<file path="src/rtl/dma_bd_pkg.sv">
// Shared types and constants for the BD-buffer hit completion path.
// Used by dma_bd_cpld_gen and its descriptor FIFO.
package dma_bd_pkg;

    localparam int RC_DESC_W  = 96;
    localparam int BD_W       = 256;
    localparam int RC_TUSER_W = 75;
    // Queued descriptor record is {tdest, tdata}
    localparam int HDR_W      = RC_DESC_W + 2;

    // RC tuser bit positions
    localparam int TUSER_SOF         = 32;
    localparam int TUSER_EOF_VLD     = 34;
    localparam int TUSER_EOF_PTR_MSB = 37;
    localparam int TUSER_EOF_PTR_LSB = 35;

    // Channel encoding carried on tdest
    localparam logic [1:0] CH0_S2C = 2'd0;
    localparam logic [1:0] CH0_C2S = 2'd1;
    localparam logic [1:0] CH1_S2C = 2'd2;
    localparam logic [1:0] CH1_C2S = 2'd3;

    typedef enum logic [2:0] {
        ST_IDLE  = 3'd0,
        ST_RD    = 3'd1,
        ST_WAIT  = 3'd2,
        ST_BEAT0 = 3'd3,
        ST_BEAT1 = 3'd4
    } cpld_state_t;

    // tuser for a 2-beat, 8-dword completion: byte enables plus sof/eof markers
    function automatic logic [RC_TUSER_W-1:0] rc_tuser(input logic last_beat);
        logic [RC_TUSER_W-1:0] u;
        u = '0;
        if (!last_beat) begin
            u[31:0]      = 32'hFFFF_F000;
            u[TUSER_SOF] = 1'b1;
        end else begin
            u[31:0]                                = 32'h0000_0FFF;
            u[TUSER_EOF_VLD]                       = 1'b1;
            u[TUSER_EOF_PTR_MSB:TUSER_EOF_PTR_LSB] = 3'd2;
        end
        return u;
    endfunction

endpackage

</file>
<file path="src/rtl/dma_cpld_hdr_fifo.sv">
// Synchronous descriptor FIFO. A push while full is accepted only when a pop
// happens in the same cycle, so occupancy stays at DEPTH without overrun.
module dma_cpld_hdr_fifo
    import dma_bd_pkg::*;
#(
    parameter int WIDTH = HDR_W,
    parameter int DEPTH = 8
) (
    input  logic                     clk,
    input  logic                     rst_n,
    input  logic                     push,
    input  logic [WIDTH-1:0]         push_data,
    input  logic                     pop,
    output logic [WIDTH-1:0]         head,
    output logic                     full,
    output logic                     empty,
    output logic [$clog2(DEPTH):0]   count
);

    localparam int AW = $clog2(DEPTH);

    logic [WIDTH-1:0] mem [DEPTH];
    logic [AW-1:0]    wr_ptr;
    logic [AW-1:0]    rd_ptr;
    logic             push_ok;
    logic             pop_ok;

    assign full    = (count == (AW+1)'(DEPTH));
    assign empty   = (count == '0);
    assign push_ok = push && (!full || pop);
    assign pop_ok  = pop && !empty;
    assign head    = mem[rd_ptr];

    // Pointer and occupancy bookkeeping
    always_ff @(posedge clk or negedge rst_n) begin
        if (!rst_n) begin
            wr_ptr <= '0;
            rd_ptr <= '0;
            count  <= '0;
        end else begin
            if (push_ok) wr_ptr <= wr_ptr + 1'b1;
            if (pop_ok)  rd_ptr <= rd_ptr + 1'b1;
            case ({push_ok, pop_ok})
                2'b10:   count <= count + 1'b1;
                2'b01:   count <= count - 1'b1;
                default: count <= count;
            endcase
        end
    end

    // Storage array; contents are don't-care until written
    always_ff @(posedge clk) begin
        if (push_ok) mem[wr_ptr] <= push_data;
    end

endmodule

</file>
<file path="src/rtl/dma_bd_cpld_gen.sv">
// BD-buffer hit responder: queues completion descriptors, reads the matching
// BD entry and emits a 2-beat RC-format CplD toward the BD fetch logic.
// Optional DMA_BD_CPLD_STAT_EN adds per-channel completion and drop counters.
module dma_bd_cpld_gen
    import dma_bd_pkg::*;
#(
    parameter int HDR_FIFO_DEPTH = 8,
    parameter int BUF_RD_LATENCY = 1
) (
    input  logic                    user_clk,
    input  logic                    user_reset_n,
    input  logic [RC_DESC_W-1:0]    s_axis_cpld_header_tdata,
    input  logic [1:0]              s_axis_cpld_header_tdest,
    input  logic                    s_axis_cpld_header_tvalid,
    output logic                    bd_buf_rd_en,
    output logic [1:0]              bd_buf_rd_ch,
    output logic [3:0]              bd_buf_rd_entry,
    input  logic [BD_W-1:0]         bd_buf_rd_data,
    output logic                    m_axis_rc_bd_tvalid,
    input  logic                    m_axis_rc_bd_tready,
    output logic [255:0]            m_axis_rc_bd_tdata,
    output logic [7:0]              m_axis_rc_bd_tkeep,
    output logic                    m_axis_rc_bd_tlast,
    output logic [RC_TUSER_W-1:0]   m_axis_rc_bd_tuser,
    output logic                    hdr_overflow,
    output cpld_state_t             fsm_state
`ifdef DMA_BD_CPLD_STAT_EN
    ,
    output logic [127:0]            cpld_cnt,
    output logic [15:0]             drop_cnt
`endif
);

    // Stream handshake: a beat transfers on a cycle where tvalid and tready
    // are both high; once tvalid rises, it and every payload field hold until
    // that transfer. The header input has no ready, so overflow drops.

    localparam int CNT_W = $clog2(HDR_FIFO_DEPTH) + 1;

    logic [HDR_W-1:0] head;
    logic             fifo_full;
    logic             fifo_empty;
    logic [CNT_W-1:0] fifo_count;
    cpld_state_t      state;
    logic [1:0]       wait_cnt;
    logic [95:0]      bd_hi;
    logic             pop;
    logic             drop;
    logic             more_after_pop;

    assign pop  = (state == ST_BEAT1) && m_axis_rc_bd_tready;
    assign drop = s_axis_cpld_header_tvalid && fifo_full && !pop;
    // In BEAT1 the FIFO holds at least one entry (the one being completed)
    assign more_after_pop = (fifo_count != CNT_W'(1)) || s_axis_cpld_header_tvalid;

    dma_cpld_hdr_fifo #(
        .WIDTH (HDR_W),
        .DEPTH (HDR_FIFO_DEPTH)
    ) u_hdr_fifo (
        .clk       (user_clk),
        .rst_n     (user_reset_n),
        .push      (s_axis_cpld_header_tvalid),
        .push_data ({s_axis_cpld_header_tdest, s_axis_cpld_header_tdata}),
        .pop       (pop),
        .head      (head),
        .full      (fifo_full),
        .empty     (fifo_empty),
        .count     (fifo_count)
    );

    // Read strobe is a decode of the registered state, so it is glitch-free
    assign bd_buf_rd_en    = (state == ST_RD);
    assign bd_buf_rd_ch    = bd_buf_rd_en ? head[HDR_W-1:HDR_W-2] : 2'd0;
    assign bd_buf_rd_entry = bd_buf_rd_en ? head[8:5] : 4'd0;
    assign fsm_state       = state;

    // Completion FSM with registered stream outputs
    always_ff @(posedge user_clk or negedge user_reset_n) begin
        if (!user_reset_n) begin
            state               <= ST_IDLE;
            wait_cnt            <= '0;
            bd_hi               <= '0;
            m_axis_rc_bd_tvalid <= 1'b0;
            m_axis_rc_bd_tdata  <= '0;
            m_axis_rc_bd_tkeep  <= '0;
            m_axis_rc_bd_tlast  <= 1'b0;
            m_axis_rc_bd_tuser  <= '0;
        end else begin
            case (state)
                ST_IDLE: begin
                    if (!fifo_empty) state <= ST_RD;
                end
                ST_RD: begin
                    wait_cnt <= 2'(BUF_RD_LATENCY - 1);
                    state    <= ST_WAIT;
                end
                ST_WAIT: begin
                    if (wait_cnt == 2'd0) begin
                        m_axis_rc_bd_tvalid <= 1'b1;
                        m_axis_rc_bd_tdata  <= {bd_buf_rd_data[159:0], head[RC_DESC_W-1:0]};
                        m_axis_rc_bd_tkeep  <= 8'hFF;
                        m_axis_rc_bd_tlast  <= 1'b0;
                        m_axis_rc_bd_tuser  <= rc_tuser(1'b0);
                        bd_hi               <= bd_buf_rd_data[255:160];
                        state               <= ST_BEAT0;
                    end else begin
                        wait_cnt <= wait_cnt - 1'b1;
                    end
                end
                ST_BEAT0: begin
                    if (m_axis_rc_bd_tready) begin
                        m_axis_rc_bd_tdata <= {160'd0, bd_hi};
                        m_axis_rc_bd_tkeep <= 8'h07;
                        m_axis_rc_bd_tlast <= 1'b1;
                        m_axis_rc_bd_tuser <= rc_tuser(1'b1);
                        state              <= ST_BEAT1;
                    end
                end
                ST_BEAT1: begin
                    if (m_axis_rc_bd_tready) begin
                        m_axis_rc_bd_tvalid <= 1'b0;
                        m_axis_rc_bd_tdata  <= '0;
                        m_axis_rc_bd_tkeep  <= '0;
                        m_axis_rc_bd_tlast  <= 1'b0;
                        m_axis_rc_bd_tuser  <= '0;
                        state               <= more_after_pop ? ST_RD : ST_IDLE;
                    end
                end
                default: state <= ST_IDLE;
            endcase
        end
    end

    // Sticky flag for a descriptor lost to a full FIFO
    always_ff @(posedge user_clk or negedge user_reset_n) begin
        if (!user_reset_n) hdr_overflow <= 1'b0;
        else if (drop)     hdr_overflow <= 1'b1;
    end

`ifdef DMA_BD_CPLD_STAT_EN
    // Per-channel completion counters (wrapping) and saturating drop counter
    always_ff @(posedge user_clk or negedge user_reset_n) begin
        if (!user_reset_n) begin
            cpld_cnt <= '0;
            drop_cnt <= '0;
        end else begin
            if (pop) begin
                case (head[HDR_W-1:HDR_W-2])
                    CH0_S2C: cpld_cnt[31:0]   <= cpld_cnt[31:0]   + 32'd1;
                    CH0_C2S: cpld_cnt[63:32]  <= cpld_cnt[63:32]  + 32'd1;
                    CH1_S2C: cpld_cnt[95:64]  <= cpld_cnt[95:64]  + 32'd1;
                    CH1_C2S: cpld_cnt[127:96] <= cpld_cnt[127:96] + 32'd1;
                    default: cpld_cnt <= cpld_cnt;
                endcase
            end
            if (drop && (drop_cnt != 16'hFFFF)) drop_cnt <= drop_cnt + 16'd1;
        end
    end
`endif

endmodule

</file>
<file path="config.mk">
export PLATFORM = sky130hd
export DESIGN_NAME = dma_bd_cpld_gen
export DESIGN_NICKNAME = d
export VERILOG_FILES = /design/src/rtl/dma_bd_pkg.sv /design/src/rtl/dma_cpld_hdr_fifo.sv /design/src/rtl/dma_bd_cpld_gen.sv
export SDC_FILE = /design/constraint.sdc
export NUM_CORES = 1
export LEC_CHECK = 0
export ABC_AREA = 0
export ABC_CLOCK_PERIOD_IN_PS = 14600
export BUFFER_PORTS_ARGS = -buffer_cell sky130_fd_sc_hd__buf_4
export CORE_ASPECT_RATIO = 0.5
export CORE_MARGIN = 2
export CORE_UTILIZATION = 50
export CTS_CLUSTER_DIAMETER = 100
export DETAILED_ROUTE_END_ITERATION = 10
export HOLD_SLACK_MARGIN = 0.08
export PLACE_DENSITY = 0.72
export SLEW_MARGIN = 5
export SYNTH_ARGS = -nofsm -noshare
export SYNTH_HDL_FRONTEND = slang
export SYNTH_HIERARCHICAL = 1
export SYNTH_SLANG_ARGS = --single-unit
</file>
<file path="constraint.sdc">
create_clock -name user_clk -period 14.6 [get_ports user_clk]
set_input_delay 0.73 -clock user_clk [delete_from_list [all_inputs] [get_ports user_clk]]
set_output_delay 0.73 -clock user_clk [all_outputs]
set_load 0.005 [all_outputs]
</file>
* Word-level counts from Yosys, hierarchy flattened
Memories as Yosys holds them, arrays and structs flattened.
Cells that the tools add are included.
** Storage, ports and cells
- Register bits :: 453
- RAM bits :: 784
- Logic and storage cells :: 84
- Memories kept :: 1
** Memory list
- u_hdr_fifo.mem :: depth 8, bits a word 98, rd ports 1, clocked after Yosys merged registers in 0, write ports 1, line dma_cpld_hdr_fifo.sv:22 : logic [WIDTH-1:0] mem [DEPTH];
** Cells by class
- Add/subtract/negate cells :: 5
- Equality and inequality tests :: 13
- Muxes and demuxes :: 31
- Reductions and logical operators :: 22
** Operators by type and width (number)
- $mux W256 :: 3
- $pmux W256 S3 :: 1
- $mux W75 :: 3
- $pmux W75 S3 :: 1
- $mux W8 :: 3
- $pmux W8 S3 :: 1
- $pmux W3 S5 :: 1
- $mux W3 :: 4
- $ne A2 B2 Y1 const B :: 5
- $pmux W4 S2 :: 1
- $reduce_and A4 Y1 :: 2
- $mux W1 :: 7
- $add A3 B1 Y3 const B :: 2
- $eq A3 B2 Y1 const B :: 2
- $reduce_bool A2 Y1 :: 3
- $logic_and A1 B1 Y1 :: 5
- $add A4 B1 Y4 const B :: 1
- $eq A4 B4 Y1 const B :: 1
- $logic_not A4 Y1 :: 1
- $mux W2 :: 2
- $mux W4 :: 1
- $ne A4 B1 Y1 const B :: 1
- $pmux W2 S2 :: 1
- $reduce_and A2 Y1 :: 2
- 14 further kinds :: 17

* Longest topological paths before layout
Gate-level depths: netlist (run 1).
- Depth in word-level cells :: 6
- Depth in mapped cells :: 9

* Cells and area by module
Netlist (run 1), hierarchy kept.
** By module, submodules not included
- dma_cpld_hdr_fifo :: instances 1, cells each 1200, area each 30066.3 µm², seq. area each 23792.8 µm²
- dma_bd_cpld_gen :: instances 1, cells each 1362, area each 16333.2 µm², seq. area each 9058.7 µm²

* Worst setup path before layout (run 1)
No wires, ideal clock.
- Kind :: in2reg
- Start point :: in m_axis_rc_bd_tready
- End point :: mem u_hdr_fifo/mem[0][0] (netlist bit) (enable)
- Setup time :: 795 ps
- Arrival time :: 10451 ps
- Data required time :: 13805 ps
- Slack :: 3354 ps
- Cell stages on the path :: 4
- Buffers on the path :: 0
- Cells stage by stage :: nand4bb_1 -> inv_1 -> o21ai_4 -> nor4_1
** On the way
- Cells in the longest elaborated chain, start to end :: 5
** RTL lines
- start: declaration :: line dma_bd_cpld_gen.sv:20 : input logic m_axis_rc_bd_tready,
- $logic_and A1 B1 Y1 :: line dma_bd_cpld_gen.sv:51 : assign pop = (state == ST_BEAT1) && m_axis_rc_bd_tready;
- named net pop :: line dma_bd_cpld_gen.sv:47 : logic pop;
- $logic_or A1 B1 Y1 :: line dma_cpld_hdr_fifo.sv:30 : assign push_ok = push && (!full || pop);
- $logic_and A1 B1 Y1 :: line dma_cpld_hdr_fifo.sv:30
- $mux W1 :: line dma_cpld_hdr_fifo.sv:53 : if (push_ok) mem[wr_ptr] <= push_data;
- $mux W1 (not written as such) :: line dma_cpld_hdr_fifo.sv:53
- end: declaration :: line dma_cpld_hdr_fifo.sv:22
The timed path passes the listed nets, and every way through them passes these cells.

* Final worst setup path (run 1)
- Start point :: reg u_hdr_fifo.rd_ptr[0]
- End point :: out bd_buf_rd_ch[0]
** On the way
- Cells in the longest elaborated chain, start to end :: 2
** RTL lines
- start: declaration :: line dma_cpld_hdr_fifo.sv:24 : logic [AW-1:0] rd_ptr;
- start signal: assignment :: line dma_cpld_hdr_fifo.sv:42 : if (pop_ok) rd_ptr <= rd_ptr + 1'b1;
- $mem_v2 Z8 W98
- named net head[96] :: line dma_bd_cpld_gen.sv:40 : logic [HDR_W-1:0] head;
- $mux W2 :: line dma_bd_cpld_gen.sv:73 : assign bd_buf_rd_ch = bd_buf_rd_en ? head[HDR_W-1:HDR_W-2] : 2'd0;
- end: declaration :: line dma_bd_cpld_gen.sv:16 : output logic [1:0] bd_buf_rd_ch,
The timed path passes the listed nets, and every way through them passes these cells.

==> key figures, run 1 <==
Clock tree
  – Number of cells upsized or downsized after cts: 0
  – Number of buffers added to fix hold violations after cts: 0
  – Cts bufs inserted: 99
  – TritonCTS clock tree: yes
  – Post-CTS repair timing setup buffer count: 0
  – Deepest level of the CTS H-tree: 3
  – Worst-skew pair later-pin latency: 0.72 ns
  – Clock root buffer master: clkbuf_16
  – Maximum buffer depth of the clock tree: 3
  – Number of sinks handled by clock tree synthesis: 1156
  – Clk pin slew, worst setup/hold paths: 0.07 ns

Cells and area
  – Share of post-route cells with drive strength above 1: 40.8%
  – Number of nets in the finished design: 3505
  – Synth-to-layout area growth: 19.4%
  – Share of the core filled with cells: 60.7%

Global route
  – Number of global-route vias before repair: 25900
  – Pin count of the biggest net entering global routing: 145
  – Initial antenna violation count: 11
  – Global-route wire length before repair: 167000 um
  – Total global-route track usage: 23.3%
  – Total grt overflow: 0

Timing
  – Final setup skew: 0.0530 ns
  – Hold WS: 0.0901 ns
  – Final count of hold timing violations: 0
  – Slew Limit Fails: 0
  – Headroom to the max-slew limit: 15.0%
  – Setup TNS: 0 ns
  – Final period util: 39.2%
  – Final setup violation count: 0
  – Transition at the pin with the smallest max-transition slack: 1.28 ns
  – Max Clk Rate: 175 MHz
  – Final period demand of the worst path: 5.72 ns
  – Setup repair after global routing missed its margin: no

Placed design
  – Final HPWL DP: 67600 um
  – GP Congestion: 0.827
  – Port Buffers: 669

Floorplan
  – Initial Util: 50.8%
  – Top Ports: 710
  – Floorplan row count: 78
  – Vert. Die Dim: 219 um
  – Die extent in x: 435 um
  – Core ar.: 91300 sq um
  – Die area: 95400 sq um

Yosys
  – Average cell area after synthesis: 18.1 sq um
  – Share of synthesized area occupied by flip-flops and latches: 70.8%
  – Post-Synthesis Cell Area: 46400 sq um
  – Synth Register Bits: 1156
  – Area share of the leading cell type in the synthesized netlist: 50.7%
  – Synth area leaders: edfxtp_1, dfrtp_1, mux4_2
  – Yosys top cell by area: edfxtp_1
  – Count of flip-flops with a built-in enable after synthesis: 784
  – Mapped Cells: 2562
  – Synth warn: 6
  – Number of distinct library cell variants in the gate-level netlist after synthesis: 49
  – Async set-or-reset flop fraction in the synthesized netlist: 32.2%
  – Predominant post-synthesis flop cell: edfxtp_1

Power
  – Portion of total power attributed to combinational logic: 33.7%
  – Cell leakage power: 20.7 nW
  – Power, Total: 11.4 mW
  – Net Sw Frac: 31.5%
  – Power share of the sequential group: 42.1%
  – Net switching power: 3.61 mW
  – Pwr/cell area: 207 nW/um^2
  – Int Pwr: 7.83 mW
  – Part of the total power dissipated in the clock network: 24.2%
  – Max rail drop VDD: 0.000141 V

Detailed routing
  – Remaining antenna violation count after routing: 0
  – Aggregate routed wire length: 113000 um
  – Via count: 26000
  – Drt first pass iters: 7
  – Iter 0 DRT Violations: 2517
  – Post-detailed-route DRC marker count: 0
  – Vias per std cell: 5.82
  – Avg WL per Cell: 25.2 um

Setup path
  – Crit path buf inv count: 4
  – Slowest library cell on the worst path: buf_4
  – R2r setup slk: 9.90 ns
  – Startpoint of the lowest-slack register-to-register path: u_hdr_fifo/rd_ptr[0]
  – Endpoint arrival time on the critical path: 4.99 ns
  – Start-to-end type of the worst setup path: flop to output port
  – Critical Path Most Common Cell: buf_4
  – Worst R2R End: m_axis_rc_bd_tdata[79]
  – Worst R2R Path Depth: 8
  – Kind of cell with the highest combined delay on the critical path: buffers and inverters
  – Startpoint type of the worst setup path: flop
  – Critical path cell sequence: buf_4 -> buf_4 -> buf_4 -> mux4_2 -> mux2_2 -> and2_1 -> buf_4
  – Critical path peak fanout: 43
  – Critical path endpoint category: output port
  – Crit. path cell count: 7
  – Required time of the critical path: 13.87 ns
  – Delay of the slowest critical-path stage: 0.80 ns

Outcome
  – Result of the run: finished, final reports clean

Flow run
  – # Max-Cap Violations: 0

Worst hold path
  – Path category of the worst min-delay check: input port to asynchronous set/reset pin
how the worst max path moves through the flow:
stage | from | to | slack (ns)
5_1_grt | u_hdr_fifo/rd_ptr[0] | bd_buf_rd_ch[0] | 8.34
3_5_place_dp | u_hdr_fifo/rd_ptr[0] | bd_buf_rd_ch[0] | 9.37
6_report | u_hdr_fifo/rd_ptr[0] | bd_buf_rd_ch[0] | 8.88
3_3_place_gp | u_hdr_fifo/rd_ptr[0] | bd_buf_rd_ch[0] | 9.39
4_1_cts | u_hdr_fifo/rd_ptr[0] | bd_buf_rd_ch[0] | 8.61
2_1_floorplan | m_axis_rc_bd_tready | u_hdr_fifo/mem[0][0] | 3.35
cells in the mapped netlist, drive strengths merged (13+ instances only):
cell / count
dfrtp: 372
o21ai: 102
inv: 13
mux2: 292
mux4: 196
clkbuf: 87
buf: 185
edfxtp: 784
a21oi: 100
a22o: 162
a221oi: 97
nor2: 99
cell type report:
cell class	count	area [sq um]
inverter	13	48.8
multi-input combinational	1160	12100
fill	6599	35800
sequential	1156	32900
antenna	6	15.0
tap	1240	1550
clock inverter	54	696
timing repair buffer	710	5350
clock buffer	133	2740
layout by cell type, fill, tap and decap left out, drive strengths merged, types with 2 or more instances in the layout:
master,count
mux2i,2
clkinv,35
o211ai,3
a221oi,97
nand2,10
nor4,3
nand2b,4
clkbuf,133
o41ai,2
nor3b,3
xnor2,5
mux4,196
diode,6
ha,6
or4b,2
edfxtp,784
dfrtp,372
and2,7
bufinv,12
inv,19
o21ai,102
a22o,162
nor2,99
nand3,2
a21o,2
nor2b,2
nor3,6
conb,40
buf,710
mux2,292
a21oi,100
power by group through the flow:
stage | registers (mW) | logic, mW | clock network (mW)
floorplan | 4.79 | 2.61 | 0
global placement | 4.85 | 3.79 | 0
detailed placement | 4.89 | 3.87 | 0
CTS | 4.82 | 3.89 | 2.83
global route | 4.90 | 4.16 | 2.96
finish | 4.82 | 3.85 | 2.77
per-layer routing:
metal	GRT usage, %	part of all wire [%]	vias up
li1	-	-	11300
met1	31.8	42	13900
met2	38.9	51	758
met3	4.45	5.1	143
met4	5.93	2.0	8
met5	0	0.043	-
worst register-to-register path, delay by kind of cell, from the launching register on:
family / cells / cell delay, ns
buffers and inverters: 3 / 2.40
AOI/OAI and AO/OA: 2 / 0.20
muxes: 3 / 1.28
DFF: 1 / 0.75
flip-flops by register name (all words and copies together), names as in the netlist, 2 cells and up:
signal              cells
bd_hi                  96
u_hdr_fifo/mem        784
u_hdr_fifo/wr_ptr       3
fsm_state               3
m_axis_rc_bd_tkeep      2
m_axis_rc_bd_tdata    256
wait_cnt                2
u_hdr_fifo/rd_ptr       3
u_hdr_fifo/count        4
logic make-up after synthesis:
| kind of cell | synth area share (%) |
|---|---|
| xor+xnor | 0.113 |
| fa+ha+maj | 0.205 |
| mux | 16.6 |
| buf+inv | 3.52 |
| other cells | 0.00808 |
| simple gates | 1.35 |
| flops | 70.8 |
| compound gates | 7.36 |
per-stage QoR:
step                      cell area, sq um  instances  setup WS, ns
after floorplan                      46500       2601          3.35
after global placement               52000       4279          9.39
after detailed placement             52000       4279          9.37
after CTS                            55400       4466          8.61
after global routing                 55400       4470          8.34
final                                55400       4472          8.88
Note: power is estimated with default switching activity, not from simulation.
==> run 2: changes to the inputs <==
--- a/config.mk
+++ b/config.mk
@@ -6,7 +6,7 @@
 export NUM_CORES = 1
 export LEC_CHECK = 0
 export ABC_AREA = 0
-export ABC_CLOCK_PERIOD_IN_PS = 14600
+export ABC_CLOCK_PERIOD_IN_PS = 5000
 export BUFFER_PORTS_ARGS = -buffer_cell sky130_fd_sc_hd__buf_4
 export CORE_ASPECT_RATIO = 0.5
 export CORE_MARGIN = 2
@@ -14,7 +14,7 @@
 export CTS_CLUSTER_DIAMETER = 100
 export DETAILED_ROUTE_END_ITERATION = 10
 export HOLD_SLACK_MARGIN = 0.08
-export PLACE_DENSITY = 0.72
+export PLACE_DENSITY = 0.74
 export SLEW_MARGIN = 5
 export SYNTH_ARGS = -nofsm -noshare
 export SYNTH_HDL_FRONTEND = slang
==> constraint.sdc (replaced) <==
create_clock -name user_clk -period 5 [get_ports user_clk]
set_input_delay 0.25 -clock user_clk [delete_from_list [all_inputs] [get_ports user_clk]]
set_output_delay 0.25 -clock user_clk [all_outputs]
set_load 0.005 [all_outputs]
==> run 2 against run 1 <==
Effect of this change: first-iteration DRC count shrank 8.9%; core utilization grew 4.3 points; total power grew to 3.0 times the previous value; count of clock-buffer cells in the layout grew 10; non-clock buffer count grew 369.
==> key figures, run 2 (same netlist as run 1, synthesis figures left out) <==
Worst hold path
  – Path category of the worst min-delay check: input port to asynchronous set/reset pin

Setup path
  – Startpoint type of the worst setup path: flop
  – Start-to-end type of the worst setup path: flop to output port
  – Critical path endpoint category: output port
  – Endpoint arrival time on the critical path: 3.36 ns (-1.63 ns)
  – R2r setup slk: 1.41 ns (-8.49 ns)
  – Startpoint of the lowest-slack register-to-register path: fsm_state[2]
  – Critical path peak fanout: 44 (+2.3%)
  – Worst R2R End: u_hdr_fifo/count[3]
  – Required time of the critical path: 4.75 ns (-9.12 ns)
  – Worst R2R Path Depth: 9 (+1)

Global route
  – Pin count of the biggest net entering global routing: 205 (+41%)
  – Total grt overflow: 0 (unchanged)
  – Number of global-route vias before repair: 28600 (+11%)
  – Global-route wire length before repair: 175000 um (+5.0%)
  – Initial antenna violation count: 8 (-3)
  – Total global-route track usage: 24.2% (+0.89 points)

Cells and area
  – Flip-flop count of the largest register, all copies and words added: 784 (unchanged)
  – Share of post-route cells with drive strength above 1: 36.8% (-3.9 points)
  – Final standard cell count with taps included and fillers excluded: 4840 (+8.2%)
  – Most common library cell in the layout ignoring fill and taps: edfxtp_1
  – Largest regs: u_hdr_fifo/mem (784), m_axis_rc_bd_tdata (256), bd_hi (96)
  – Top reg by flops: u_hdr_fifo/mem
  – Number of nets in the finished design: 3873 (+10%)
  – Synth-to-layout area growth: 27.8%
  – Commonest cells after routing, fill and taps aside: edfxtp_1, buf_4, dfrtp_1, dlygate4sd3_1, mux2_2

Clock tree
  – Clock root buffer master: clkbuf_16
  – TritonCTS clock tree: yes
  – Number of sinks handled by clock tree synthesis: 1156 (unchanged)
  – Cts bufs inserted: 98 (-1.0%)
  – Worst-skew pair later-pin latency: 0.71 ns (about the same)
  – Deepest level of the CTS H-tree: 3 (unchanged)
  – Maximum buffer depth of the clock tree: 3 (unchanged)
  – Post-CTS repair timing setup buffer count: 0 (unchanged)
  – Clk pin slew, worst setup/hold paths: 0.07 ns (about the same)

Timing
  – Worst Setup Slack, final: 1.39 ns (-7.49 ns)
  – Transition at the pin with the smallest max-transition slack: 1.13 ns (-0.149 ns)
  – Final setup skew: 0.0271 ns (-0.0259 ns)
  – Final count of hold timing violations: 0 (unchanged)
  – Final setup violation count: 0 (unchanged)
  – Setup repair after global routing missed its margin: no
  – Max Clk Rate: 277 MHz
  – Final period demand of the worst path: 3.61 ns
  – Hold WS: 0.188 ns (+0.0980 ns)
  – Headroom to the max-slew limit: 24.9% (+10 points)
  – Slew Limit Fails: 0 (unchanged)
  – Final period util: 72.2%

Power
  – Cell leakage power: 22.3 nW (+7.6%)
  – Max rail drop VDD: 0.000496 V (+250%)
  – Pwr/cell area: 571 nW/um^2 (+180%)
  – Power, Total: 33.9 mW (+200%)

Detailed routing
  – Routed wl met2: 60400 um (+4.2%)
  – Met1 routed wirelength after detailed routing: 47300 um (+0.87%)
  – Via count: 27900 (+7.2%)
  – WL met3: 6140 um (+6.5%)
  – Vias per std cell: 5.77 (-0.92%)
  – Iter 0 DRT Violations: 2293 (-8.9%)
  – Aggregate routed wire length: 117000 um (+3.9%)
  – Post-detailed-route DRC marker count: 0 (unchanged)
  – Drt first pass iters: 7 (unchanged)
  – Highest metal layer with signal wires: met5
  – Remaining antenna violation count after routing: 0 (unchanged)
  – Avg WL per Cell: 24.2 um (-4.0%)

Floorplan
  – Core ar.: 91300 sq um (unchanged)
  – Die extent in x: 435 um (unchanged)
  – Die area: 95400 sq um (unchanged)
  – Floorplan row count: 78 (unchanged)
  – Initial Util: 50.8% (unchanged)
  – Top Ports: 710 (unchanged)
  – Vert. Die Dim: 219 um (unchanged)

Placed design
  – Post-Place Worst Slack: 1.50 ns (-7.87 ns)
  – Cell Count Post-Placement: 4291 (+0.28%)
  – Final HPWL DP: 67800 um (+0.25%)
  – Port Buffers: 669 (unchanged)
  – GP Congestion: 0.856 (+3.5%)

Flow run
  – # Max-Cap Violations: 0 (unchanged)

Outcome
  – Result of the run: finished, final reports clean
==> run 2: final cells by class <==
cell class,instances,area [sq um]
antenna,8,20.0
clock buffer,143,2830
tap,1240,1550
inverter,13,48.8
fill,6020,31900
clock inverter,41,507
multi-input combinational,1160,12200
sequential,1156,32900
timing repair buffer,1079,9310
==> run 2: where the power goes <==
part	internal (mW)	switching (mW)	leakage, nW
sequential	12.7	1.38	11.6
clock	4.38	3.51	1.61
combinational	6.01	5.85	9.01
==> run 2: worst max-delay path: stages, from the launching register on <==
cell and delay (ns):
dfrtp_4 1.10, buf_4 0.38, mux4_2 0.52, mux2_2 0.33, and2_1 0.17, buf_4 0.14
==> run 2: timing repair <==
action,in CTS,in global routing
endpoints found under the hold margin,1128,0
hold buffers,357,0
resized for setup,0,0
==> run 2: metal layers <==
metal | track usage [%] | vias to the layer above
met3 | 4.31 | 211
met2 | 41.2 | 1020
met1 | 31.7 | 14700
met5 | 0 | -
li1 | - | 12000
met4 | 7.97 | 4
==> run 2: worst max path at each step <==
stage,slack [ns],startpoint,endpoint
floorplan,-0.77,fsm_state[0],u_hdr_fifo/mem[3][0]
global placement,1.60,fsm_state[2],u_hdr_fifo/mem[7][33]
detailed placement,1.50,fsm_state[2],u_hdr_fifo/mem[7][35]
CTS,1.27,u_hdr_fifo/rd_ptr[0],bd_buf_rd_entry[1]
global route,1.17,u_hdr_fifo/rd_ptr[0],bd_buf_rd_entry[1]
finish,1.39,u_hdr_fifo/rd_ptr[0],bd_buf_rd_entry[1]
==> run 2: metrics by stage <==
| step | area, sq um | util [%] | setup TNS (ns) |
|---|---|---|---|
| 2_1_floorplan | 46600 | - | -363.29 |
| 3_3_place_gp | 52400 | 57.4 | 0 |
| 3_5_place_dp | 52400 | 57.4 | 0 |
| 4_1_cts | 59300 | 65.0 | 0 |
| 5_1_grt | 59300 | 65.0 | 0 |
| 6_report | 59300 | 65.0 | 0 |
